$ cat src/rtl/start_pkg.sv
// start_pkg: shared types and defaults for the start-burst generator.
// Imported by the top and its counter sub-module.
package start_pkg;

   typedef enum logic [1:0] {
      IDLE   = 2'd0,
      ACTIVE = 2'd1,
      GAP    = 2'd2,
      DONE   = 2'd3
   } state_t;

   localparam int CNT_W_DEF = 4;
   localparam int REP_W_DEF = 4;

endpackage

$ cat src/rtl/start_burst_gen_down_counter_ld.sv
// down_counter_ld: loadable down-counter with a zero flag.
// Holds at zero rather than wrapping.
module down_counter_ld #(
   parameter int W = 4
) (
   input  logic         clk,
   input  logic         reset,
   input  logic         load,
   input  logic         dec,
   input  logic [W-1:0] load_val,
   output logic         zero
);

   logic [W-1:0] count;

   // load wins over decrement; decrement saturates at zero
   always_ff @(posedge clk or posedge reset) begin
      if (reset) begin
         count <= '0;
      end else if (load) begin
         count <= load_val;
      end else if (dec && (count != '0)) begin
         count <= count - 1'b1;
      end
   end

   assign zero = (count == '0);

endmodule

$ cat src/rtl/start_burst_gen.sv
// start_burst_gen: programmable start-strobe burst generator.
// Shadows the receiver's high-cycle count in pulse_count.
module start_burst_gen
   import start_pkg::*;
#(
   parameter int CNT_W = CNT_W_DEF,
   parameter int REP_W = REP_W_DEF
) (
   input  logic             clk,
   input  logic             reset,
   input  logic             cfg_valid,
   output logic             cfg_ready,
   input  logic [CNT_W-1:0] cfg_len,
   input  logic [CNT_W-1:0] cfg_gap,
   input  logic [REP_W-1:0] cfg_reps,
   input  logic             abort,
   output logic             start,
   output logic             busy,
   output logic             done,
   output logic             aborted,
   output logic [CNT_W-1:0] pulse_count
);

   state_t           state;
   logic [CNT_W-1:0] len_q;
   logic [CNT_W-1:0] gap_q;

   logic             accept;
   logic             degen;

   logic             cyc_ld;
   logic             cyc_dec;
   logic [CNT_W-1:0] cyc_val;
   logic             cyc_zero;

   logic             rep_ld;
   logic             rep_dec;
   logic [REP_W-1:0] rep_val;
   logic             rep_zero;

   assign accept = cfg_valid && cfg_ready;
   assign degen  = (cfg_len == '0) || (cfg_reps == '0);

   // counters hold "cycles left minus one" for the current phase
   always_comb begin
      cyc_ld  = 1'b0;
      cyc_dec = 1'b0;
      cyc_val = len_q - 1'b1;
      rep_ld  = 1'b0;
      rep_dec = 1'b0;
      rep_val = cfg_reps - 1'b1;
      unique case (state)
         IDLE: begin
            if (accept && !degen) begin
               cyc_ld  = 1'b1;
               cyc_val = cfg_len - 1'b1;
               rep_ld  = 1'b1;
            end
         end
         ACTIVE: begin
            if (!abort) begin
               if (!cyc_zero) begin
                  cyc_dec = 1'b1;
               end else if (!rep_zero) begin
                  cyc_ld  = 1'b1;
                  rep_dec = 1'b1;
                  if (gap_q != '0) begin
                     cyc_val = gap_q - 1'b1;
                  end
               end
            end
         end
         GAP: begin
            if (!abort) begin
               if (cyc_zero) begin
                  cyc_ld = 1'b1;
               end else begin
                  cyc_dec = 1'b1;
               end
            end
         end
         DONE: begin
         end
      endcase
   end

   down_counter_ld #(.W(CNT_W)) u_cyc_cnt (
      .clk      (clk),
      .reset    (reset),
      .load     (cyc_ld),
      .dec      (cyc_dec),
      .load_val (cyc_val),
      .zero     (cyc_zero)
   );

   down_counter_ld #(.W(REP_W)) u_rep_cnt (
      .clk      (clk),
      .reset    (reset),
      .load     (rep_ld),
      .dec      (rep_dec),
      .load_val (rep_val),
      .zero     (rep_zero)
   );

   // control FSM; all handshake and strobe outputs are registered
   always_ff @(posedge clk or posedge reset) begin
      if (reset) begin
         state     <= IDLE;
         len_q     <= '0;
         gap_q     <= '0;
         start     <= 1'b0;
         busy      <= 1'b0;
         done      <= 1'b0;
         aborted   <= 1'b0;
         cfg_ready <= 1'b1;
      end else begin
         done <= 1'b0;
         unique case (state)
            IDLE: begin
               if (accept) begin
                  len_q     <= cfg_len;
                  gap_q     <= cfg_gap;
                  aborted   <= 1'b0;
                  cfg_ready <= 1'b0;
                  if (degen) begin
                     state <= DONE;
                     done  <= 1'b1;
                  end else begin
                     state <= ACTIVE;
                     start <= 1'b1;
                     busy  <= 1'b1;
                  end
               end
            end
            ACTIVE: begin
               if (abort) begin
                  state   <= DONE;
                  start   <= 1'b0;
                  busy    <= 1'b0;
                  done    <= 1'b1;
                  aborted <= 1'b1;
               end else if (cyc_zero) begin
                  if (rep_zero) begin
                     state <= DONE;
                     start <= 1'b0;
                     busy  <= 1'b0;
                     done  <= 1'b1;
                  end else if (gap_q != '0) begin
                     state <= GAP;
                     start <= 1'b0;
                  end
               end
            end
            GAP: begin
               if (abort) begin
                  state   <= DONE;
                  start   <= 1'b0;
                  busy    <= 1'b0;
                  done    <= 1'b1;
                  aborted <= 1'b1;
               end else if (cyc_zero) begin
                  state <= ACTIVE;
                  start <= 1'b1;
               end
            end
            DONE: begin
               state     <= IDLE;
               cfg_ready <= 1'b1;
            end
         endcase
      end
   end

   // shadow of the receiver's counter: one count per high start cycle
   always_ff @(posedge clk or posedge reset) begin
      if (reset) begin
         pulse_count <= '0;
      end else if (start) begin
         pulse_count <= pulse_count + 1'b1;
      end
   end

endmodule

$ cat config.mk
export PLATFORM = sky130hd
export DESIGN_NAME = start_burst_gen
export DESIGN_NICKNAME = d
export VERILOG_FILES = /design/src/rtl/start_pkg.sv /design/src/rtl/start_burst_gen_down_counter_ld.sv /design/src/rtl/start_burst_gen.sv
export SDC_FILE = /design/constraint.sdc
export NUM_CORES = 1
export LEC_CHECK = 0
export CORE_MARGIN = 3
export CORE_UTILIZATION = 25
export CTS_BUF_LIST = sky130_fd_sc_hd__clkbuf_2
export CTS_CLUSTER_DIAMETER = 80
export DETAILED_ROUTE_END_ITERATION = 16
export DONT_BUFFER_PORTS = 1
export GPL_ROUTABILITY_DRIVEN = 0
export PLACE_DENSITY = 0.42
export REMOVE_ABC_BUFFERS = 1
export SLEW_MARGIN = 10
export SYNTH_ARGS = -nofsm -noshare
export SYNTH_HDL_FRONTEND = slang
export SYNTH_SLANG_ARGS = --single-unit
$ cat constraint.sdc
create_clock -name clk -period 4.5 [get_ports clk]
set_input_delay 0.225 -clock clk [delete_from_list [all_inputs] [get_ports clk]]
set_output_delay 0.225 -clock clk [all_outputs]
set_load 0.05 [all_outputs]
**Word-level counts from Yosys, hierarchy flattened**

Index checks and enable logic that the tools add are counted.

- Bits in registers: 27
- Input bits: 16
- Output and inout bits: 9
- Word-level logic and storage cells: 111

- Add/sub/neg operators: 7
- Equality and inequality tests: 11
- Multiplexer cells: 56
- Reduce and logical (&&, ||, !) cells: 26

Operators by type and width:

| operator | count |
|---|---|
| $mux 4 | 9 |
| $mux 1 | 31 |
| $sub 4x1->4 const B | 6 |
| $logic_not 4->1 | 4 |
| $mux 2 | 8 |
| $pmux 1 s3 | 4 |
| $reduce_and 6->1 | 2 |
| $reduce_bool 4->1 | 3 |
| $ne 3x3->1 const B | 3 |
| $pmux 2 s4 | 1 |
| $pmux 4 s2 | 1 |
| $reduce_bool 2->1 | 4 |
| $ne 2x2->1 const B | 3 |
| $add 4x1->4 const B | 1 |
| $eq 2x2->1 const B | 2 |
| $logic_and 1x1->1 | 4 |
| $ne 4x4->1 const B | 1 |
| $pmux 1 s2 | 2 |
| $reduce_and 2->1 | 2 |
| $reduce_and 4->1 | 1 |
| $reduce_and 3->1 | 1 |
| $reduce_bool 3->1 | 1 |
| $eq 2x1->1 const B | 1 |
| $logic_not 2->1 | 1 |
| other kinds (4) | 4 |

**Longest topological paths before layout**

Gate-level depths: netlist of the first run.

- Depth in word-level cells: 8
- Depth in mapped cells: 11

**By module**

A second synthesis of the first run with hierarchy kept.

- Cells, all modules: 192
- Area total of the unflattened synthesis: 1850.5 um^2

Modules (own cells, without submodules):

| module | times used | cells an instance | area each (um^2) | seq. area each (um^2) |
|---|---|---|---|---|
| start_burst_gen | 1 | 136 | 1327.5 | 476.7 |
| down_counter_ld | 2 | 28 | 261.5 | 100.1 |

**Worst setup path before layout of the first run**

Ideal clock, no wire load.

- Path kind: register to register
- Start: register cfg_ready
- End: register u_rep_cnt.count[1]
- Library setup time: 0.120 ns
- Arrival: 2.202 ns
- Data required time: 4.380 ns
- Setup slack: 2.178 ns
- Stages on the path, launching flop included: 9
- Cell sequence: dfstp_2 nand3_1 or3_1 clkbuf_2 buf_2 mux2i_1 ha_1 a21oi_1 a31o_2

- Word-level cells in the longest chain between the ends: 5
- Elaborated cells between the ends (all ways): 6
- Classes of those cells: 3 x mux; 3 x reduce/logical

Ends and longest elaborated chain:

| element | RTL line | RTL |
|---|---|---|
| start: declaration | start_burst_gen.sv:12 | `output logic cfg_ready,` |
| start signal: assignment | start_burst_gen.sv:115 | `cfg_ready <= 1'b1;` |
| start signal: assignment | start_burst_gen.sv:124 | `cfg_ready <= 1'b0;` |
| start signal: assignment | start_burst_gen.sv:168 | `cfg_ready <= 1'b1;` |
| $logic_and 1x1->1 (*) | start_burst_gen.sv:41 | `assign accept = cfg_valid && cfg_ready;` |
| $logic_and 1x1->1 (*) | start_burst_gen.sv:54 | `if (accept && !degen) begin` |
| $mux 1 (*) | start_burst_gen.sv:54 |  |
| $mux 1 (*) | start_burst_gen.sv:52 | `unique case (state)` |
| $mux 4 / $reduce_bool 2->1 (equally long branches) | n/a |  |
| end signal: assignment | start_burst_gen_down_counter_ld.sv:21 | `count <= load_val;` |
| end signal: assignment | start_burst_gen_down_counter_ld.sv:23 | `count <= count - 1'b1;` |
| end: declaration | start_burst_gen_down_counter_ld.sv:14 | `logic [W-1:0] count;` |

Mark *: on every way between the ends. The rest lies on a longest branch, timed or not.
A chain may end at the register's enable or synchronous reset.

**Final worst setup path of the first run**

- Start: register state[0]
- End: register u_rep_cnt.count[2]

- Word-level cells in the longest chain between the ends: 4
- Elaborated cells between the ends (all ways): 7
- Classes of those cells: 1 x eq/ne; 3 x mux; 3 x reduce/logical

Ends and longest elaborated chain:

| element | RTL line | RTL |
|---|---|---|
| start: declaration | start_burst_gen.sv:24 | `state_t state;` |
| start signal: assignment | start_burst_gen.sv:108 | `state <= IDLE;` |
| start signal: assignment | start_burst_gen.sv:126 | `state <= DONE;` |
| start signal: assignment | start_burst_gen.sv:129 | `state <= ACTIVE;` |
| $eq 2x1->1 | start_burst_gen.sv:52 |  |
| $mux 1 | start_burst_gen.sv:52 |  |
| $logic_and 1x1->1 | start_burst_gen_down_counter_ld.sv:22 | `end else if (dec && (count != '0)) begin` |
| $reduce_bool 2->1 (no source line) | n/a |  |

Parallel ways exist; a longest one is shown, timed or not.

==> flow_summary.toml, run 1 <==
[run_status]
outcome = "complete, no violations"

[timing]
fin_crit_sh_pct = 69.7
setup_violations = 0
hold_violations = 0
rsz0062_at_grt = "false"
skew_ns = 0.0111
finalCriticalPeriod_ns = 3.14
relSlewSlack_pct = 57.9
drv_slew = 0
whs_ns = 0.0325
final.setup.tns_ns = 0
max_slew.worst_pin.slew_ns = 0.626
timing.fmax_mhz = 319

[worst_setup_path]
required_ns = 4.80
cpPeakStageDelay_ns = 0.77
path_common_cell = "ha_1"
cp_slowest_cell = "or3_1"
crit_chain = "inv_1, ha_1, nand3_1, or3_1, mux2i_1, ha_1, nand2_1, xor2_1, a21oi_1"
end_kind = "flop"
path_max_fanout = 15
r2r_start = "state[0]"
arrival_ns = 3.43
startpoint_type = "flop"
cp_num_buf_inv = 1
startpoint = "state[0]"
cp_top_family = "simple AND/OR/NAND/NOR gates"
critPathKind = "reg2reg"

[pwr]
p_comb_share_pct = 47.6
power_switching_w = 0.000707
p_leak_nw = 0.857
peakVddDrop_mv = 0.200
power_w = 0.00142
p_int_w = 0.000714
seqPwrFrac_pct = 45.2
clockPowerShare_pct = 7.3
powerDensity_nw_per_um2 = 698
sw_frac_of_total_pct = 49.8

[cts]
clk_path_buf_depth = 2
root_buffer = "clkbuf_2"
cts_sinks = 27
clkTransAtPathRegs_ns = 0.28
clk_latency_ns = 0.38
cts_tree = "done"
numCtsBuffers = 3
htree_levels = 1
cts-resized-gates = 0

[drt]
vias_per_cell = 4.51
drtIter0Drc = 50
first_pass_iters = 4
wl_per_cell_um = 13.8
drt-total-wl_um = 4020
ant_nets = 0
drc_errors = 0
num_vias = 1318

[synth]
synth-edff-count = 0
ys.flop_type = "dfrtp_1"
synthArstFlopShare_pct = 100
yosysMostFrequentCell = "dfrtp_1"
postSynthCellCount = 184
ys_seq_elements = 27
ys_seq_area_share_pct = 37.9
synth_common_cells = "dfrtp_1 (26), inv_1 (16), nand2_1 (15)"
netlist_top_cells_area = "dfrtp_1 (36%), ha_1 (8.4%), mux2i_1 (5.0%)"
synth_top_area_cell = "dfrtp_1"
ys_warn_count = 0
synth_top_area_share_pct = 36.5
netlist_area_um2 = 1780
avgSynthCellArea_um2 = 9.70
yosysUniqueCellTypes = 48

[final_layout]
drive_gt1_share_pct = 10.2
antenna_cells = 0
areaGrowthSynthToFinish_pct = 14.1
fin_nets = 225
nFillCells = 733

[grt]
grt_pass1_vias = 1432
grt_pass1_wl_um = 7090
overflow = 0
antenna_found_initial = 0
track_usage_pct = 10.6
grt_max_degree = 28

[floorplanning]
dieArea_um2 = 8190
core_um2 = 6870
boundaryPins = 25
initial_core_util_pct = 26.0
rows = 30
die_x_um = 90.5
die_h_um = 90.5

[flow_run]
cap_viol_max_count = 0

[placed_design]
port_buffers = 0
hpwlAfterDp_um = 3040

[hold_path]
hp-class = "in2reg"
min_from = "cfg_len[0]"
timing repair:
item	in CTS	in global routing
buffers inserted	0	0
hold buffers	13	0
hold endpoints to repair	38	0
per-stage QoR:
step / area, µm² / util, % / cells / setup WS, ns
finish: 2040 / 29.6 / 292 / 1.36
global route: 2040 / 29.6 / 292 / 1.03
CTS: 2040 / 29.6 / 292 / 1.34
detailed placement: 1890 / 27.4 / 275 / 1.36
global placement: 1890 / 27.4 / 275 / 1.41
floorplan: 1760 / - / 178 / 1.85
cell type report:
cell class	count	area (µm²)	share of cell area, %
Tap cell	96	120	5.90
Clock buffer	4	20.0	0.983
Inverter	16	60.1	2.95
Multi-Input combinational cell	135	1020	50.2
Timing Repair Buffer	14	138	6.76
Sequential cell	27	677	33.3
metal layers:
| metal | vias up | wire length (µm) | global-route usage (%) |
|---|---|---|---|
| li1 | 682 | - | - |
| met1 | 615 | 1980 | 13.7 |
| met2 | 16 | 1880 | 18.0 |
| met3 | 5 | 89 | 1.42 |
| met4 | 0 | 66 | 3.83 |
| met5 | - | 0 | 0 |
logic make-up (layout without fill, tap and decap cells):
| logic type | after synthesis | count (layout) | share of synthesized area [%] |
|---|---|---|---|
| adder cells (fa/ha/maj) | 12 | 12 | 8.41 |
| AND/OR/NAND/NOR | 52 | 52 | 16.2 |
| XOR/XNOR | 15 | 15 | 7.36 |
| flip-flops | 27 | 27 | 37.9 |
| AO/OA/AOI/OAI | 40 | 40 | 15.8 |
| multiplexers | 16 | 16 | 9.47 |
| buffers and inverters | 22 | 34 | 4.84 |
sequential cells by signal (all words and copies together), names as in the netlist, 2 cells and up:
| name | flops |
|---|---|
| u_cyc_cnt.count | 4 |
| pulse_count | 4 |
| gap_q | 4 |
| len_q | 4 |
| u_rep_cnt.count | 4 |
| state | 2 |
power by group through the flow:
stage / clock [W] / combinational [W] / sequential (W)
after CTS: 0.000111 / 0.000684 / 0.000645
after global placement: 0 / 0.000677 / 0.000649
after floorplan: 0 / 0.000557 / 0.000610
final: 0.000103 / 0.000675 / 0.000642
after detailed placement: 0 / 0.000672 / 0.000651
after global routing: 0.000118 / 0.000783 / 0.000662
cells in the final DEF (no fill, tap or decap), drive strengths merged, types with 2 or more instances in the layout:
cell type,count
nor2,6
nor4,3
inv,16
a311oi,2
nor3b,3
o21ai,8
a31oi,3
clkbuf,4
a22oi,2
a2bb2oi,2
o31ai,2
xor2,8
a21oi,9
o2bb2ai,2
dfrtp,26
nand4,2
xnor2,7
nand3,5
mux2,7
nor3,8
or4,2
mux2i,9
ha,12
dlygate4sd3,13
nand2b,3
nand2,15
worst register-to-register path, delay by kind of cell (launching register included):
kind            cells  cell delay [ns]
mux                 1             0.21
xor+xnor            1             0.15
buf+inv             1             0.11
fa+ha+maj           2             0.68
flops               1             0.50
compound gates      1             0.08
simple gates        3             1.32
final timing paths:
check | endpoint | slack, ns | cells after the start
hold reg to reg | len_q[1] | 0.56 | 2
min in group asynchronous | u_rep_cnt.count[0] | 0.29 | 3
setup reg to reg | u_rep_cnt.count[2] | 1.36 | 9
hold / removal | len_q[0] | 0.03 | 2
setup / recovery | u_rep_cnt.count[2] | 1.36 | 9
max in group asynchronous | cfg_ready | 3.89 | 3
Note: power is estimated with default switching activity, not from simulation.
==> inputs of run 2 (changes only) <==
PLACE_DENSITY = 0.44   (was 0.42)
clock period = 2.8 ns   (was 4.5 ns; I/O delays follow)
==> run 2 against run 1 <==
Routed wire length rose by 3.3%. Largest power group unchanged. Largest cell class unchanged. Fmax rose by 36%. Die area did not move. Highest routed layer unchanged. Clock skew fell by 0.0030 ns. Critical path depth fell by 1. Critical endpoint is now u_cyc_cnt.count[3].
==> flow_summary.toml, run 2 (synthesis results as in run 1) <==
[cts]
root_buffer = "clkbuf_2"
clkTransAtPathRegs_ns = 0.27
cts_tree = "done"
htree_levels = 1
cts-resized-gates = 0
clk_path_buf_depth = 2
clk_latency_ns = 0.39
numCtsBuffers = 3
cts_sinks = 27

[floorplanning]
dieArea_um2 = 8190
boundaryPins = 25
rows = 30
die_x_um = 90.5
core_um2 = 6870
initial_core_util_pct = 26.0
die_h_um = 90.5

[worst_setup_path]
end_kind = "flop"
cp_slowest_cell = "or3_1"
crit_cells = 8
critPathKind = "reg2reg"
startpoint_type = "flop"
r2r_start = "state[0]"
cpPeakStageDelay_ns = 0.55
cp_top_family = "simple AND/OR/NAND/NOR gates"
r2r_setup_slack_ns = 0.50
arrival_ns = 2.61
required_ns = 3.11
endpoint = "u_cyc_cnt.count[3]"
crit_chain = "inv_1, ha_1, nand3_1, or3_1, buf_4, a2bb2oi_2, a311oi_1, a22oi_1"
r2r-end = "u_cyc_cnt.count[3]"
cp_num_buf_inv = 2
path_max_fanout = 9
startpoint = "state[0]"
reg2reg_depth = 8

[grt]
grt_pass1_wl_um = 7170
track_usage_pct = 10.7
grt_pass1_vias = 1458
overflow = 0
antenna_found_initial = 0
grt_max_degree = 28

[pwr]
p_int_w = 0.00118
sw_frac_of_total_pct = 49.5
clockPowerShare_pct = 7.1
power_w = 0.00234
peakVddDrop_mv = 0.371
power_switching_w = 0.00116
powerDensity_nw_per_um2 = 1110
p_leak_nw = 0.895
seqPwrFrac_pct = 42.5
p_comb_share_pct = 50.4

[timing]
hold_violations = 0
drv_slew = 0
timing.fmax_mhz = 434
whs_ns = 0.0220
final.setup.tns_ns = 0
setup_violations = 0
relSlewSlack_pct = 57.2
rsz0062_at_grt = "false"
max_slew.worst_pin.slew_ns = 0.637
fin_crit_sh_pct = 82.3
finalCriticalPeriod_ns = 2.30
skew_ns = 0.00813

[final_layout]
layout_common_cells = "dfrtp_1 (26), inv_1 (16), nand2_1 (15)"
final_common_cell = "dfrtp_1"
fin_nets = 233
areaGrowthSynthToFinish_pct = 17.6
drive_gt1_share_pct = 13.2
antenna_cells = 0

[drt]
ant_nets = 0
wl_met3_um = 91
vias_per_cell = 4.61
drc_errors = 0
drtIter0Drc = 80
first_pass_iters = 4
wl_per_cell_um = 13.8
met2_length_um = 2050
drt-total-wl_um = 4150
top_layer = "met4"
wl_met1_um = 1950
num_vias = 1384

[run_status]
outcome = "complete, no violations"

[flow_run]
cap_viol_max_count = 0

[placed_design]
port_buffers = 0
hpwlAfterDp_um = 3090

[hold_path]
hp-class = "in2reg"
==> run 2: cell types whose count changed in the layout (fill, tap and decap cells not counted), sizes merged <==
cell | before | now
buf | 1 | 8
dlygate4sd3 | 13 | 14
==> run 2: timing repair <==
| item | CTS | global route |
|---|---|---|
| hold endpoints to repair | 41 | 0 |
| hold buffers | 14 | 0 |
| buffers inserted | 0 | 0 |
==> run 2: power by group through the flow <==
stage	Combinational (W)	Sequential (W)	Clock (W)
floorplan	0.000895	0.000981	0
global placement	0.00118	0.00100	0
CTS	0.00119	0.000997	0.000175
finish	0.00118	0.000994	0.000166
global route	0.00134	0.00103	0.000184
detailed placement	0.00116	0.00101	0
==> run 2: how the worst min path moves through the flow <==
| stage | startpoint | end | slack (ns) | depth (start not counted) |
|---|---|---|---|---|
| after detailed placement | reset | u_rep_cnt.count[2] | 0.13 | 2 |
| after global placement | reset | busy | 0.13 | 2 |
| after CTS | abort | start | 0.004 | 3 |
| after floorplan | reset | aborted | 0.19 | 1 |
| final | abort | start | 0.02 | 3 |
| after global routing | cfg_reps[2] | u_rep_cnt.count[3] | 0.03 | 2 |
==> run 2: area by class of cell <==
class / instances / area [µm²]
tap: 96 / 120
timing repair buffer: 22 / 200
inverter: 16 / 60.1
clock buffer: 4 / 20.0
sequential: 27 / 677
fill: 717 / 4770
multi-input combinational: 135 / 1020
==> run 2: worst reg2reg max path, delay by kind of cell (launching register included) <==
kind,cells,cell delay (ns)
buffers and inverters,2,0.35
AND/OR/NAND/NOR,2,0.65
AO/OA/AOI/OAI,3,0.57
flip-flops,1,0.51
adder cells (fa/ha/maj),1,0.17
==> run 2: metrics by stage <==
step	instance area, µm²	std cells	setup slack [ns]	util, %
after CTS	2100	300	0.498	30.5
after detailed placement	1940	282	0.541	28.2
final	2100	300	0.496	30.5
after floorplan	1760	178	0.150	-
after global routing	2100	300	0.334	30.5
after global placement	1940	282	0.567	28.2
==> run 2: routing by layer <==
layer  vias up  track usage, %
met5         -               0
met1       660            13.3
met2        21            18.8
li1        698               -
met3         5            1.67
met4         0            3.44
